==> src/rtl/instruction_fetch_pkg.sv <==
// Shared types and constants for the instruction fetch (IF) stage.
// Optional misaligned-redirect trap is enabled by defining FETCH_MISALIGN_TRAP_EN.
package instruction_fetch_pkg;

  localparam int ISA_WIDTH = 32;

  typedef logic [ISA_WIDTH-1:0] word_t;

  // sll $0,$0,0 encodes as all zeros
  localparam word_t NOP_WORD = '0;

  typedef enum logic [1:0] {
    IF_REQ  = 2'd0,
    IF_WAIT = 2'd1,
    IF_DROP = 2'd2,
    IF_HOLD = 2'd3
  } if_state_e;

  function automatic word_t align_word(input word_t addr);
    return addr & ~word_t'(3);
  endfunction

endpackage

==> src/rtl/instruction_fetch_if.sv <==
// Instruction memory req/ready bus between the IF stage (master) and memory (slave).
interface instruction_fetch_if;
  import instruction_fetch_pkg::*;

  logic  req;
  word_t addr;
  logic  ready;
  word_t rdata;

  modport master (output req, addr, input ready, rdata);
  modport slave  (input req, addr, output ready, rdata);

endinterface

==> src/rtl/instruction_fetch_if_id_reg.sv <==
// Pipeline register with hold (stall) and bubble-insert (flush); flush wins over hold.
module instruction_fetch_if_id_reg
  import instruction_fetch_pkg::*;
#(
  parameter word_t NOP_INSTR = NOP_WORD
) (
  input  logic  clk,
  input  logic  rst,
  input  logic  hold,
  input  logic  flush,
  input  word_t d_pc,
  input  word_t d_instr,
  output word_t q_pc,
  output word_t q_pc_plus4,
  output word_t q_instr,
  output logic  q_no_op
);

  // NOTE: sequential state uses non-blocking assignments so every register
  // samples the pre-edge values, independent of process evaluation order.
  always_ff @(posedge clk) begin
    if (rst || flush) begin
      q_pc       <= '0;
      q_pc_plus4 <= '0;
      q_instr    <= NOP_INSTR;
      q_no_op    <= 1'b1;
    end else if (!hold) begin
      q_pc       <= d_pc;
      q_pc_plus4 <= d_pc + ISA_WIDTH'(4);
      q_instr    <= d_instr;
      q_no_op    <= 1'b0;
    end
  end

endmodule

==> src/rtl/instruction_fetch.sv <==
// IF stage: PC, req/ready fetch FSM, stall/redirect handling, IF/ID register.
// Define FETCH_MISALIGN_TRAP_EN to add if_misalign and trap misaligned redirects.
module instruction_fetch
  import instruction_fetch_pkg::*;
#(
  parameter word_t RESET_PC  = 32'h0000_0000,
  parameter word_t NOP_INSTR = NOP_WORD
) (
  input  logic                       clk,
  input  logic                       rst,
  input  logic                       stall,
  input  logic                       redirect_en,
  input  word_t                      redirect_pc,
  instruction_fetch_if.master        imem,
  output word_t                      if_pc,
  output word_t                      if_pc_plus4,
  output word_t                      if_instr,
  output logic                       if_no_op
`ifdef FETCH_MISALIGN_TRAP_EN
  ,
  output logic                       if_misalign
`endif
);

  if_state_e state, state_next;
  word_t     pc, pc_next;
  word_t     target, target_next;
  word_t     buf_word, buf_next;
  word_t     load_instr;
  word_t     new_pc;
  logic      fetch_en;
  logic      req;
  logic      load;
  logic      flush;
  logic      misaligned;

`ifdef FETCH_MISALIGN_TRAP_EN
  logic halt;
  assign misaligned = redirect_en && (redirect_pc[1:0] != 2'b00);
`else
  localparam logic halt = 1'b0;
  assign misaligned = 1'b0;
`endif

  // A trapped redirect leaves pc at its last aligned value.
  assign new_pc = misaligned ? pc : align_word(redirect_pc);

  // NOTE: every variable written below gets a default first, so no path
  // through the case leaves one unassigned and no latch is inferred.
  always_comb begin
    state_next  = state;
    pc_next     = pc;
    target_next = target;
    buf_next    = buf_word;
    req         = 1'b0;
    load        = 1'b0;
    load_instr  = imem.rdata;

    unique case (state)
      IF_REQ: begin
        if (redirect_en) begin
          pc_next = new_pc;
        end else if (fetch_en && !stall && !halt) begin
          req        = 1'b1;
          state_next = IF_WAIT;
        end
      end
      IF_WAIT: begin
        req = 1'b1;
        if (imem.ready) begin
          // A response coinciding with a redirect closes the transaction,
          // so there is nothing left to drain.
          if (redirect_en) begin
            pc_next    = new_pc;
            state_next = IF_REQ;
          end else if (stall) begin
            buf_next   = imem.rdata;
            state_next = IF_HOLD;
          end else begin
            load       = 1'b1;
            pc_next    = pc + ISA_WIDTH'(4);
            state_next = IF_REQ;
          end
        end else if (redirect_en) begin
          target_next = new_pc;
          state_next  = IF_DROP;
        end
      end
      IF_DROP: begin
        req = 1'b1;
        if (redirect_en && !misaligned) target_next = align_word(redirect_pc);
        if (imem.ready) begin
          pc_next    = target_next;
          state_next = IF_REQ;
        end
      end
      IF_HOLD: begin
        if (redirect_en) begin
          pc_next    = new_pc;
          state_next = IF_REQ;
        end else if (!stall) begin
          load       = 1'b1;
          load_instr = buf_word;
          pc_next    = pc + ISA_WIDTH'(4);
          state_next = IF_REQ;
        end
      end
      default: state_next = IF_REQ;
    endcase
  end

  assign imem.req  = req;
  assign imem.addr = pc;
  assign flush     = redirect_en || (!stall && !load);

  // fetch_en keeps imem_req low for the first cycle after reset while memory settles.
  always_ff @(posedge clk) begin
    if (rst) begin
      state    <= IF_REQ;
      pc       <= RESET_PC;
      target   <= RESET_PC;
      fetch_en <= 1'b0;
    end else begin
      state    <= state_next;
      pc       <= pc_next;
      target   <= target_next;
      fetch_en <= 1'b1;
    end
  end

  // NOTE: the buffer has no reset; it is only read in IF_HOLD, after being written.
  always_ff @(posedge clk) begin
    buf_word <= buf_next;
  end

`ifdef FETCH_MISALIGN_TRAP_EN
  always_ff @(posedge clk) begin
    if (rst) begin
      halt        <= 1'b0;
      if_misalign <= 1'b0;
    end else begin
      if (redirect_en) halt <= misaligned;
      if_misalign <= misaligned;
    end
  end
`endif

  instruction_fetch_if_id_reg #(
    .NOP_INSTR(NOP_INSTR)
  ) u_if_id_reg (
    .clk       (clk),
    .rst       (rst),
    .hold      (stall),
    .flush     (flush),
    .d_pc      (pc),
    .d_instr   (load_instr),
    .q_pc      (if_pc),
    .q_pc_plus4(if_pc_plus4),
    .q_instr   (if_instr),
    .q_no_op   (if_no_op)
  );

endmodule

==> src/flat_wrapper.sv <==
// flat-port wrapper written by rule: the top's interface ports become plain ports
module instruction_fetch_flat import instruction_fetch_pkg::*;
#(
  parameter word_t RESET_PC  = 32'h0000_0000,
  parameter word_t NOP_INSTR = NOP_WORD
)
  (clk, rst, stall, redirect_en, redirect_pc, if_pc, if_pc_plus4, if_instr, if_no_op, imem_req, imem_addr, imem_ready, imem_rdata);
  instruction_fetch_if imem_i ();
  input  logic clk;
  input  logic rst;
  input  logic stall;
  input  logic redirect_en;
  input  word_t redirect_pc;
  output word_t if_pc;
  output word_t if_pc_plus4;
  output word_t if_instr;
  output logic if_no_op;
  output wire logic [$bits(imem_i.req)-1:0] imem_req;
  output wire logic [$bits(imem_i.addr)-1:0] imem_addr;
  input wire logic [$bits(imem_i.ready)-1:0] imem_ready;
  input wire logic [$bits(imem_i.rdata)-1:0] imem_rdata;
  assign imem_req = imem_i.req;
  assign imem_addr = imem_i.addr;
  assign imem_i.ready = imem_ready;
  assign imem_i.rdata = imem_rdata;
  instruction_fetch #(.RESET_PC(RESET_PC), .NOP_INSTR(NOP_INSTR)) u_core (.clk(clk), .rst(rst), .stall(stall), .redirect_en(redirect_en), .redirect_pc(redirect_pc), .imem(imem_i), .if_pc(if_pc), .if_pc_plus4(if_pc_plus4), .if_instr(if_instr), .if_no_op(if_no_op));
endmodule
==> config.mk <==
export PLATFORM = sky130hd
export DESIGN_NAME = instruction_fetch_flat
export DESIGN_NICKNAME = d
export VERILOG_FILES = /design/src/rtl/instruction_fetch_pkg.sv /design/src/rtl/instruction_fetch_if.sv /design/src/rtl/instruction_fetch_if_id_reg.sv /design/src/rtl/instruction_fetch.sv /design/src/flat_wrapper.sv
export SDC_FILE = /design/constraint.sdc
export NUM_CORES = 1
export LEC_CHECK = 0
export ABC_AREA = 1
export CAP_MARGIN = 15
export CORE_AREA = 4 4 146 148
export DETAILED_ROUTE_END_ITERATION = 8
export DIE_AREA = 0 0 150 152
export PLACE_DENSITY = 0.76
export SLEW_MARGIN = 0
export SYNTH_ARGS = -nofsm -noshare
export SYNTH_HDL_FRONTEND = slang
export SYNTH_SLANG_ARGS = --single-unit
==> constraint.sdc <==
create_clock -name clk -period 3 [get_ports clk]
set_input_delay 0.9 -clock clk [delete_from_list [all_inputs] [get_ports clk]]
set_output_delay 0.9 -clock clk [all_outputs]
set_load 0.005 [all_outputs]
* Yosys cells after proc, flatten, opt, wreduce, memory -nomap -nowiden
Cells that the tools add are included. Widths: inputs -> output; s select.
Word-level totals: word-level logic and storage cells 64, input port bits 69, output and inout port bits 130, bits in registers 196
Cells by class: bitwise operators 1, equal/unequal tests 11, add/sub/neg operators 1, muxes and demuxes 29, reduce and logical (&&, ||, !) cells 13
Operator list (number):
- $mux 32 | 9
- $pmux 32 s4 | 1
- $pmux 32 s2 | 1
- $add 32x3->32 const B | 1
- $mux 2 | 9
- $ne 2x2->1 const B | 5
- $pmux 2 s4 | 1
- $mux 1 | 6
- $ne 3x3->1 const B | 2
- $reduce_and 5->1 | 1
- $eq 2x2->1 const B | 2
- $pmux 1 s2 | 2
- $reduce_and 4->1 | 1
- $reduce_and 3->1 | 1
- $eq 2x1->1 const B | 1
- $logic_and 1x1->1 | 2
- $logic_not 1->1 | 2
- $logic_not 2->1 | 1
- $logic_or 1x1->1 | 2
- $ne 2x1->1 const B | 1
- $reduce_and 2->1 | 1
- $reduce_bool 2->1 | 1
- $reduce_or 2->1 | 1
- $not 1->1 | 1

* Depth between registers and ports, before layout
word-level depth 8, depth in mapped cells 12, gate-level depth less buffers 12

* Cells and area by module
From an unflattened synthesis, not the netlist that was laid out.
Second synthesis, totals: cells, all modules 1470, area total of the unflattened synthesis 10158.5 um^2
Modules (own cells, without submodules):
- instruction_fetch | cells an instance 879, sequential area each 2302.2 um^2, instances 1, area an instance 6057.1 um^2
- instruction_fetch_if_id_reg | cells an instance 591, sequential area each 1901.8 um^2, instances 1, area an instance 4101.4 um^2

* Worst setup path after synthesis
OpenSTA, ideal clock, no wires.
path type input-to-reg, start point input redirect_en, end point register u_core.buf_word[0], enable pin, data arrival time 2.694 ns, library setup time 0.423 ns, path buffers 1, required time 2.577 ns, cell stages on the path 4, path slack -0.117 ns, path through buf_4 nor2_2 inv_1 nor2_1
Between the ends: word-level cells in the longest chain between the ends 2
Ends and longest elaborated chain:
- from (decl) | line flat_wrapper.sv:12 | input logic redirect_en;
- $not 1->1 (no line)
- $reduce_and 4->1 (no line)
- to (signal assigned) | line instruction_fetch.sv:133 | buf_word <= buf_next;
- to (decl) | line instruction_fetch.sv:28 | word_t buf_word, buf_next;
Every way passes these cells. A chain may end at the register's enable or synchronous reset.

* Worst setup path in the final report
start point input redirect_en, end point output imem_req
Between the ends: word-level cells in the longest chain between the ends 2
Ends and longest elaborated chain:
- $mux 1 | line instruction_fetch.sv:61 | if (redirect_en) begin
- $pmux 1 s2 | line instruction_fetch.sv:59 | unique case (state)
- to (decl) | line flat_wrapper.sv:18 | output wire logic [$bits(imem_i.req)-1:0] imem_req;
Every way passes these cells.

==> impl_metrics.tcl <==
set metrics [dict create \
    status "completed" \
    avgViaCountPerCell 5.303 \
    root_buffer "clkbuf_16" \
    numCtsBuffers 17 \
    ant_nets 0 \
    skew_ns 0.01483 \
    grt_first_pass_wirelength_um 44250 \
    grt_setup_unrepaired "no" \
    ff2ff_path_depth 10 \
    crit_path_end_kind "primary output" \
    die_width_um 150 \
    place.port_buffers 196 \
    wl_per_cell_um 16.66 \
    place.gp.congestion 0.8938 \
    first_pass_iters 5 \
    cp.required_ns 2.10 \
    cp_slowest_stage_delay_ns 0.48 \
    core_area_um2 20040 \
    path_cells "clkdlybuf4s50_1, nor2_1, a21oi_1, nor2_1, dlygate4sd2_1" \
    switching_power_uw 3873 \
    critPathMostFrequentCell "nor2_1" \
    yosysTopAreaCellShare 0.3572 \
    vias 8878 \
    max_slew_margin 0.5102 \
    setup_viol 0 \
    cts.htree.levels 4 \
    syn_inst 1232 \
    ys_warn_count 0 \
    cp_max_fo 2 \
    core.rowCount 52 \
    critical_path_class "input port to primary output" \
    sw_frac_of_total 0.4038 \
    pwr-share-comb 0.373 \
    dp.cells 1642 \
    ys_top_cells_by_area "dfxtp_1 (36%), nand2_1 (13%), edfxtp_1 (11%), nor2_1 (7.2%), a21oi_1 (7.2%)" \
    drc 0 \
    max_freq_mhz 354.8 \
    crit_slowest_cell "clkdlybuf4s50_1" \
    ys_types 38 \
    worst_hold_path_type "flip-flop to flip-flop" \
    finalWirelength_um 27890 \
    timing.hold.ws_ns 0.4596 \
    yosysTopAreaCell "dfxtp_1" \
    worstMarginPinSlew_ns 0.7347 \
    synth_edf_count 32 \
    seqPwrFrac 0.373 \
    finalPower_uw 9593 \
    final_cells 1674 \
    clk_pin_slew_ns 0.08 \
    final.min_clock_period_ns 2.819 \
    cp-start-kind "input port" \
    grt_antenna_before_repair 0 \
    area_delta_synth_final_pct 31.52 \
    drv_slew 0 \
    final_area_um2 11940 \
    grt_max_degree 114 \
    hold-path-cell-count 2 \
    grt_overflow 0 \
    arrival_ns 1.92 \
    fin_tns_setup_ns 0 \
    hpwl_um 19840 \
    vdd_drop_max_v 0.0005000 \
    fp.dieArea_um2 22800 \
    finalCritPeriodShare 0.9396 \
    synth_top_flop_cell "dfxtp_1" \
    clkPwrFrac 0.254 \
    syn_avg_cell_area_um2 7.369 \
    ioPinCount 199 \
    insertion_delay_ns 0.45 \
    synth_nets 1308 \
    drt_iter0_markers 658 \
    grt_pass1_vias 8413 \
    power.density_nw_per_um2 803.4 \
    clock_sinks 194 \
    drive_gt1_frac 0.05128 \
    num_antenna_cells 0 \
    fill_cells 1865 \
    clk_path_buf_depth 2 \
    hold_viol 0 \
    synthArstFlopShare 0 \
    dieHeight_um 152 \
    internal_power_uw 5720 \
    cap_violations 0 \
    cts_tree "built" \
    syn-cell-area_um2 9079 \
    grt_usage 0.2417 \
    ys_ff_latch 194 \
    yosysSeqAreaShare 0.4631 \
    start_util 0.4530 \
    placed_area_um2 11290 \
    p_leak_uw 0.004946 \
    nets 1467 \
]
## synth_stat cells (2+ instances only)
cell type	instances
a21oi_1	131
ha_1	7
inv_2	2
mux2i_1	32
o2111ai_1	2
buf_1	9
nand3_1	35
dfxtp_1	162
nor3_1	2
o211ai_1	10
o21ai_1	3
o21ai_0	113
buf_6	4
edfxtp_1	32
buf_4	4
nand2_1	312
nor2_2	5
xor2_1	13
clkbuf_1	39
nor2_1	175
a31oi_1	33
buf_2	20
nor2_4	2
inv_1	71
## logic make-up (layout without fill, tap and decap cells)
group                    after synthesis  in the layout  synth area share
XOR/XNOR                              14             14           0.01351
flip-flops                           194            194            0.4631
multiplexers                          32             32           0.03528
AND/OR/NAND/NOR                      536            536            0.2330
adder cells (fa/ha/maj)                7              7          0.009647
AO/OA/AOI/OAI                        298            298            0.1750
buffers and inverters                151            323           0.07043
## per-stage QoR
| stage | util | setup WS, ns |
|---|---|---|
| 2_1_floorplan | - | 0.4201 |
| 3_3_place_gp | 0.5634 | -0.06224 |
| 3_5_place_dp | 0.5634 | -0.06750 |
| 4_1_cts | 0.5958 | 0.1839 |
| 5_1_grt | 0.5958 | 0.1171 |
| 6_report | 0.5958 | 0.1813 |
## cell type report
cell class | count | area [um2] | share of cell area
Sequential cell | 194 | 4204 | 0.3521
Inverter | 75 | 285.3 | 0.02389
Multi-Input combinational cell | 887 | 4244 | 0.3554
Timing Repair Buffer | 216 | 2218 | 0.1858
Clock inverter | 15 | 225.2 | 0.01886
Clock buffer | 17 | 425.4 | 0.03563
Tap cell | 270 | 337.8 | 0.02829
## power by group through the flow
stage | Clock [uW] | Combinational, uW | Sequential [uW]
floorplan | 0 | 2220 | 3470
global placement | 0 | 3510 | 3620
detailed placement | 0 | 3550 | 3630
CTS | 2460 | 3570 | 3570
global route | 2580 | 4010 | 3640
finish | 2440 | 3580 | 3580
## state kept, by name, summed over array words and instances (netlist names)
register,cells
u_core.imem.addr,32
u_core.u_if_id_reg.q_pc,32
u_core.u_if_id_reg.q_instr,32
u_core.state,2
u_core.u_if_id_reg.q_no_op,1
u_core.fetch_en,1
u_core.u_if_id_reg.q_pc_plus4,30
u_core.buf_word,32
u_core.target,32
## critical path, delay by kind of cell
family                 cells  cell delay (ns)
AO/OA/AOI/OAI              1             0.14
buffers and inverters      2             0.77
AND/OR/NAND/NOR            2             0.11
## worst paths after layout
kind,slack (ns),from,endpoint
hold / removal,0.46,u_core.u_if_id_reg.q_no_op$_SDFFE_PP1N_,u_core.u_if_id_reg.q_no_op$_SDFFE_PP1N_
setup / recovery,0.18,redirect_en,imem_req
hold reg to reg,0.46,u_core.u_if_id_reg.q_no_op$_SDFFE_PP1N_,u_core.u_if_id_reg.q_no_op$_SDFFE_PP1N_
setup reg to reg,0.76,u_core.imem.addr[3]$_SDFFE_PP0P_,u_core.imem.addr[18]$_SDFFE_PP0P_
## cell usage in the layout (no fill, tap or decap), types with 2 or more instances in the layout
cell and instances:
nor2_4 2, dfxtp_1 162, nand3_1 35, nor2_1 174
xor2_1 13, edfxtp_1 32, mux2i_1 32, clkinv_8 5
inv_1 70, o21ai_0 113, clkdlybuf4s50_1 194, clkbuf_16 17
a21oi_1 131, inv_2 2, buf_12 9, nor3_1 2
nand2_2 2, nand2_1 311, inv_6 3, o21ai_1 2
inv_12 6, nor2_2 6, buf_4 11, ha_1 7
o2111ai_1 2, o211ai_1 10, a31oi_1 33
## routing by layer
layer / share of wire / GRT usage / up-vias
li1: - / - / 4387
met1: 0.42 / 0.3063 / 4147
met5: 0 / 0 / -
met2: 0.48 / 0.4015 / 303
met3: 0.079 / 0.06375 / 41
met4: 0.025 / 0.07625 / 0
## repair_timing
item,4_1_cts,5_1_grt
buffers inserted,0,0
hold buffers,0,0
resized for setup,1,0
endpoints found under the setup margin,1,0
No activity file was read; power rests on OpenSTA's default activity.
